### config.mk
export PLATFORM = sky130hd
export DESIGN_NAME = beam_steer_tx
export DESIGN_NICKNAME = d
export VERILOG_FILES = /design/src/rtl/beam_steer_tx.sv
export SDC_FILE = /design/constraint.sdc
export NUM_CORES = 1
export LEC_CHECK = 0
export CORE_ASPECT_RATIO = 0.5
export CORE_MARGIN = 1.5
export CORE_UTILIZATION = 30
export DETAILED_ROUTE_END_ITERATION = 8
export REMOVE_ABC_BUFFERS = 1
export SYNTH_ARGS = -nofsm -noshare
export SYNTH_HDL_FRONTEND = slang
export SYNTH_SLANG_ARGS = --single-unit
### constraint.sdc
create_clock -name clk -period 4.6 [get_ports clk]
set_input_delay 0.46 -clock clk [delete_from_list [all_inputs] [get_ports clk]]
set_output_delay 0.46 -clock clk [all_outputs]
set_load 0.01 [all_outputs]
### src/rtl/beam_steer_tx.sv
// rtl/beam_steer_tx.sv - Two-channel transmit beam steering by one-hot selected inter-channel delay.
// Optional BEAM_STEER_MUTE_EN: mute both channels while the delay line refills after a steer change.
module beam_steer_tx #(
  parameter int DATA_WIDTH  = 16,
  parameter int DELAY_DEPTH = 32
) (
  input  logic                  clk,
  input  logic                  reset,
  input  logic [DATA_WIDTH-1:0] sample_in,
  input  logic                  sample_valid,
  input  logic [7:0]            led_pattern_in,
  input  logic                  steer_load,
  output logic [DATA_WIDTH-1:0] left_data_out,
  output logic [DATA_WIDTH-1:0] right_data_out,
  output logic                  out_valid,
  output logic                  steer_err,
  output logic [1:0]            steer_state
);
  localparam int PTR_W = $clog2(DELAY_DEPTH);

  typedef enum logic [1:0] {IDLE = 2'd0, FILL = 2'd1, RUN = 2'd2} state_t;

  state_t           state;
  logic [4:0]       lag_mag_q;
  logic             right_lags_q;
  logic [PTR_W-1:0] wr_ptr;
  logic [5:0]       fill_cnt;

  logic [DATA_WIDTH-1:0] left_buf  [DELAY_DEPTH];
  logic [DATA_WIDTH-1:0] right_buf [DELAY_DEPTH];

  logic                  code_onehot;
  logic [4:0]            code_mag;
  logic                  code_right;
  logic                  load_ok;
  state_t                eff_state;
  logic [4:0]            eff_mag;
  logic                  eff_right;
  logic [5:0]            eff_cnt;
  logic [5:0]            cnt_inc;
  logic [PTR_W-1:0]      rd_ptr;
  logic [DATA_WIDTH-1:0] left_tap;
  logic [DATA_WIDTH-1:0] right_tap;
  logic [DATA_WIDTH-1:0] left_next;
  logic [DATA_WIDTH-1:0] right_next;

  // Steering code to lag magnitude; code_right set when the right channel is the lagging one.
  always_comb begin
    code_onehot = 1'b1;
    code_mag    = 5'd0;
    code_right  = 1'b0;
    case (led_pattern_in)
      8'h01: code_mag = 5'd29;
      8'h02: code_mag = 5'd24;
      8'h04: code_mag = 5'd15;
      8'h08: code_mag = 5'd5;
      8'h10: begin code_mag = 5'd5;  code_right = 1'b1; end
      8'h20: begin code_mag = 5'd15; code_right = 1'b1; end
      8'h40: begin code_mag = 5'd23; code_right = 1'b1; end
      8'h80: begin code_mag = 5'd28; code_right = 1'b1; end
      default: code_onehot = 1'b0;
    endcase
  end

  // A valid load takes effect before a coincident sample, which becomes fill sample 0.
  always_comb begin
    load_ok   = steer_load && code_onehot;
    eff_state = load_ok ? FILL : state;
    eff_mag   = load_ok ? code_mag : lag_mag_q;
    eff_right = load_ok ? code_right : right_lags_q;
    eff_cnt   = load_ok ? 6'd0 : fill_cnt;
    cnt_inc   = (eff_cnt == 6'd63) ? eff_cnt : eff_cnt + 6'd1;
    rd_ptr    = wr_ptr - PTR_W'(eff_mag);
    left_tap  = left_buf[rd_ptr];
    right_tap = right_buf[rd_ptr];
  end

  always_comb begin
    left_next  = sample_in;
    right_next = sample_in;
    if (eff_state == FILL) begin
`ifdef BEAM_STEER_MUTE_EN
      left_next  = '0;
      right_next = '0;
`else
      if (eff_right) right_next = '0;
      else           left_next  = '0;
`endif
    end else if (eff_state == RUN) begin
      if (eff_right) right_next = right_tap;
      else           left_next  = left_tap;
    end
  end

  // Buffers are never cleared: FILL gating keeps stale entries off the outputs.
  always_ff @(posedge clk) begin
    if (sample_valid) begin
      left_buf[wr_ptr]  <= sample_in;
      right_buf[wr_ptr] <= sample_in;
    end
  end

  always_ff @(posedge clk or negedge reset) begin
    if (!reset) begin
      state          <= IDLE;
      lag_mag_q      <= 5'd0;
      right_lags_q   <= 1'b0;
      wr_ptr         <= '0;
      fill_cnt       <= 6'd0;
      out_valid      <= 1'b0;
      steer_err      <= 1'b0;
      left_data_out  <= '0;
      right_data_out <= '0;
    end else begin
      out_valid <= sample_valid;
      steer_err <= steer_load && !code_onehot;
      if (load_ok) begin
        state        <= FILL;
        lag_mag_q    <= code_mag;
        right_lags_q <= code_right;
        fill_cnt     <= 6'd0;
      end
      if (sample_valid) begin
        left_data_out  <= left_next;
        right_data_out <= right_next;
        wr_ptr         <= wr_ptr + PTR_W'(1);
        if (eff_state == FILL) begin
          fill_cnt <= cnt_inc;
          if (cnt_inc == {1'b0, eff_mag}) state <= RUN;
        end
      end
    end
  end

  assign steer_state = state;

endmodule

==> Implementation_results.wiki <==
{| class="wikitable"
! Metric !! Value
|-
| Unrepaired setup endpoints after global routing || false
|-
| Power density cells || around 600 nW/µm²
|-
| Die boundary height || roughly 200 µm
|-
| Maximum number of pins on one net before global-route repair || a little over 60
|-
| Synth area leader || sky130_fd_sc_hd__edfxtp_1
|-
| Register bit count reported by yosys || between 500 and 600
|-
| Async set or reset register ratio after synthesis || 9.381%
|-
| Vias post-DR || 11290
|-
| Mean area per synthesized cell || about 21 µm²
|-
| Hold Path Class || in2async
|-
| Final max-slew violation count || 0
|-
| Total of buffers placed on input and output ports || 63
|-
| Clock period minus worst slack || 4.359 ns
|-
| Die X-Extent || roughly 390 µm
|-
| Total routed wirelength || ~54 mm
|-
| Reg power frac || between 30% and 40%
|-
| Startpoint Class || primary input
|-
| Sink count of the clock tree || 565
|-
| Total congestion overflow || 0
|-
| TritonCTS buffer count || 54
|-
| Number of post-CTS setup repair buffers || 0
|-
| Post-synth cell types || 55
|-
| Final Wtd Congestion || ~0.80
|-
| Register cell area after layout || 16700 µm²
|-
| Clock input transition at the sequential cells of the worst setup and hold paths || ~0.070 ns
|-
| Wire length per cell after detailed routing || between 20 and 25 µm
|-
| Number of enable flip-flop cells after synthesis || between 500 and 600
|-
| Number of antenna violations at the first check in global routing || 2
|-
| Setup Crit Path Kind || in2reg
|-
| Number of optimization iterations in the first detailed-route pass || 5
|-
| Period utilisation layout || 94.77%
|-
| Count of yosys warnings during synthesis || 0
|-
| Core box area || 73660 µm²
|-
| Final-layout worst hold slack || approximately 0.037 ns
|-
| Cells taking the most area after synthesis || sky130_fd_sc_hd__edfxtp_1, sky130_fd_sc_hd__mux4_2, sky130_fd_sc_hd__dfrtp_1
|-
| Share of cells above drive strength 1 || 28.92%
|-
| Internal Dissipation || between 10000 and 15000 µW
|-
| Half-perimeter wire length of the detailed placement result || ~32 mm
|-
| Sequential share of the synthesized area || between 70% and 80%
|-
| Number of H-tree branching levels || 2
|-
| Leak || 0.008664 µW
|-
| Post-layout net count || between 1000 and 1500
|-
| Total net switching power || 4913 µW
|-
| Total area of multi-input combinational cells || about 5700 µm²
|-
| Boundary Pins || 64
|-
| Clock Power Share || between 20% and 30%
|-
| First-pass GRT wire length || about 80 mm
|-
| Average vias per placed instance || between 4 and 5
|-
| Root buffer selected by CTS || sky130_fd_sc_hd__clkbuf_16
|-
| Fin. Hold Viols || 0
|-
| Tot Pwr || between 15000 and 20000 µW
|-
| Cell Area, Synth || about 23000 µm²
|-
| # setup viols final || 0
|-
| Area enclosed by the die boundary || about 77000 µm²
|-
| Most used flip-flop cell after synthesis || sky130_fd_sc_hd__edfxtp_1
|-
| Worst supply voltage drop on vdd || roughly 0.57 mV
|-
| Skew-Pair Late Insertion Delay || roughly 0.60 ns
|-
| GRT Resource Usage Total || 14.22%
|-
| Antenna-violating nets left || 0
|-
| Beginning of the worst register-to-register path || wr_ptr[0]$_DFFE_PN0P_
|-
| Skew final || 0.01491 ns
|-
| Buffer levels on the longest clock path || 3
|-
| Number of max-capacitance violations reported || 0
|-
| Gate count after technology mapping || between 1000 and 1500
|-
| Crit path DAT || just under 5 ns
|-
| Endpoint class of the critical path || flip-flop
|-
| CTS tree || yes
|-
| Initial detailed-routing violation count || ~1200
|-
| Count of standard-cell rows || 70
|-
| Part of the power in combinational logic || 35.0%
|-
| Area Overhead vs Synth || 19.41%
|-
| Initial core utilization || 30.59%
|-
| Area share of the leading cell type in the synthesized netlist || between 60% and 70%
|-
| Count of fill cells added during filler insertion || 6626
|-
| Launching instance or port of the critical path || led_pattern_in[5]
|-
| Measured slew at the worst slew-check pin || ~1.3 ns
|-
| Critical path data required time || 5.06 ns
|-
| Maximum achievable frequency || 0.2294 GHz
|-
| Share of total power consumed by net switching || approximately 30%
|-
| Number of global-route vias before repair || 11760
|-
| DRC errors left || 0
|-
| Maximum fanout along the worst path || 16
|-
| Worst rel slew slack || between 10% and 20%
|-
| Status || complete, no violations
|}
==> repair_timing <==
action,in CTS,in global routing
resized for setup,0,9
hold buffers,0,0
setup endpoints to repair,0,14
==> per-layer routing <==
metal  track usage, %  up-vias  wire length [µm]
met3            2.464       93              3199
met1            18.42     6043             22000
li1                 -     4789                 -
met5                0        -                 0
met4            4.266        0              1291
met2            24.50      360             27480
==> through the flow <==
step	setup TNS (ns)	worst slack, ns	util, %	std cells	cell area (µm²)
final	0	0.2407	36.53	2279	26910
after floorplan	-106.66	-3.342	-	1014	22250
after CTS	0	0.1274	36.46	2277	26850
after global routing	0	0.02726	36.52	2278	26900
after detailed placement	-12.29	-0.5186	34.20	2182	25190
after global placement	-7.251	-0.3589	34.20	2182	25190
==> worst max-delay path, cell delays in order <==
cell	delay, ns
sky130_fd_sc_hd__clkdlybuf4s50_1	0.61
sky130_fd_sc_hd__nor2_1	0.07
sky130_fd_sc_hd__buf_4	0.16
sky130_fd_sc_hd__a221oi_4	0.31
sky130_fd_sc_hd__o22ai_4	0.13
sky130_fd_sc_hd__nand2_1	0.12
sky130_fd_sc_hd__nand2_1	0.06
sky130_fd_sc_hd__nand2_1	0.12
sky130_fd_sc_hd__ha_4	0.13
sky130_fd_sc_hd__inv_1	0.06
sky130_fd_sc_hd__fa_4	0.87
sky130_fd_sc_hd__buf_12	0.19
sky130_fd_sc_hd__buf_4	0.16
sky130_fd_sc_hd__mux4_2	0.28
sky130_fd_sc_hd__mux4_2	0.54
sky130_fd_sc_hd__mux2i_1	0.35
sky130_fd_sc_hd__o221ai_1	0.18
==> flip-flops by register name, summed over array words and instances, names as in the netlist, named ones only <==
signal          flops
fill_cnt            6
left_data_out      16
right_data_out     16
wr_ptr              5
steer_state         2
left_buf           16
steer_err           1
lag_mag_q           4
right_buf         496
out_valid           1
right_lags_q        1
==> path summary, 6_finish.rpt <==
check,end,slack [ns],cells past startpoint
min in group clk,left_data_out[0]$_DFFE_PN0P_,0.51,2
max reg2reg,left_data_out[12]$_DFFE_PN0P_,1.04,10
min,steer_err$_DFF_PN0_,0.04,2
max,left_data_out[12]$_DFFE_PN0P_,0.24,17
max in group asynchronous,right_data_out[11]$_DFFE_PN0P_,3.99,2
min reg2reg,left_data_out[0]$_DFFE_PN0P_,0.51,2
==> kinds of logic after synthesis <==
family	after synthesis	synth area share [%]
mux	177	16.75
fa+ha+maj	9	0.5331
simple gates	158	3.576
xor+xnor	16	0.7052
buf+inv	68	1.438
compound gates	78	2.882
flops	565	74.12
==> layout make-up <==
cell class                 count  share of cell area (%)
sequential                   565                   62.07
multi-input combinational    438                   21.05
timing repair buffer         160                   5.831
clock buffer                  74                   5.455
tap                         1008                   4.688
clock inverter                21                  0.7301
inverter                      11                  0.1535
antenna                        2                 0.01860
==> Yosys cell counts, types with 2 or more instances <==
| cell | instances |
|---|---|
| sky130_fd_sc_hd__clkbuf_1 | 32 |
| sky130_fd_sc_hd__nand4_1 | 4 |
| sky130_fd_sc_hd__mux4_2 | 160 |
| sky130_fd_sc_hd__ha_1 | 8 |
| sky130_fd_sc_hd__mux2i_1 | 17 |
| sky130_fd_sc_hd__dfrtp_1 | 53 |
| sky130_fd_sc_hd__o311a_1 | 2 |
| sky130_fd_sc_hd__buf_6 | 4 |
| sky130_fd_sc_hd__buf_2 | 19 |
| sky130_fd_sc_hd__nor2b_1 | 4 |
| sky130_fd_sc_hd__or3_1 | 2 |
| sky130_fd_sc_hd__o31ai_1 | 2 |
| sky130_fd_sc_hd__nor3_1 | 18 |
| sky130_fd_sc_hd__nand2_1 | 42 |
| sky130_fd_sc_hd__o21ai_0 | 15 |
| sky130_fd_sc_hd__xnor2_1 | 6 |
| sky130_fd_sc_hd__a21o_1 | 3 |
| sky130_fd_sc_hd__nor2_1 | 33 |
| sky130_fd_sc_hd__nor4b_2 | 2 |
| sky130_fd_sc_hd__nand3_1 | 7 |
| sky130_fd_sc_hd__inv_1 | 11 |
| sky130_fd_sc_hd__a221oi_4 | 2 |
| sky130_fd_sc_hd__a31oi_1 | 2 |
| sky130_fd_sc_hd__o221ai_1 | 32 |
| sky130_fd_sc_hd__a21oi_1 | 7 |
| sky130_fd_sc_hd__xor2_1 | 9 |
| sky130_fd_sc_hd__edfxtp_1 | 512 |
| sky130_fd_sc_hd__nand2b_1 | 34 |
| sky130_fd_sc_hd__and2_1 | 3 |
==> power by group through the flow <==
stage | clock (µW) | sequential [µW] | combinational, µW
after detailed placement | 0 | 6370 | 5720
after global routing | 4520 | 6300 | 6040
after CTS | 4340 | 6270 | 5740
final | 4240 | 6270 | 5660
after floorplan | 0 | 6360 | 3700
after global placement | 0 | 6340 | 5640
==> placed cells by master (no fill, tap or decap), drive strengths merged, types with 3 or more instances in the layout <==
master         instances
a21o                   3
a21oi                  7
and2                   3
buf                   99
bufinv                 4
clkbuf                74
clkdlybuf4s50         58
clkinv                16
dfrtp                 53
dlymetal6s2s           3
edfxtp               512
ha                     8
inv                   12
mux2i                 17
mux4                 160
nand2                 43
nand2b                34
nand3                  7
nand4                  4
nor2                  33
nor2b                  5
nor3                  18
nor4b                  3
o21ai                 17
o221ai                32
xnor2                  7
xor2                   9
No activity file was read; power rests on OpenSTA's default activity.
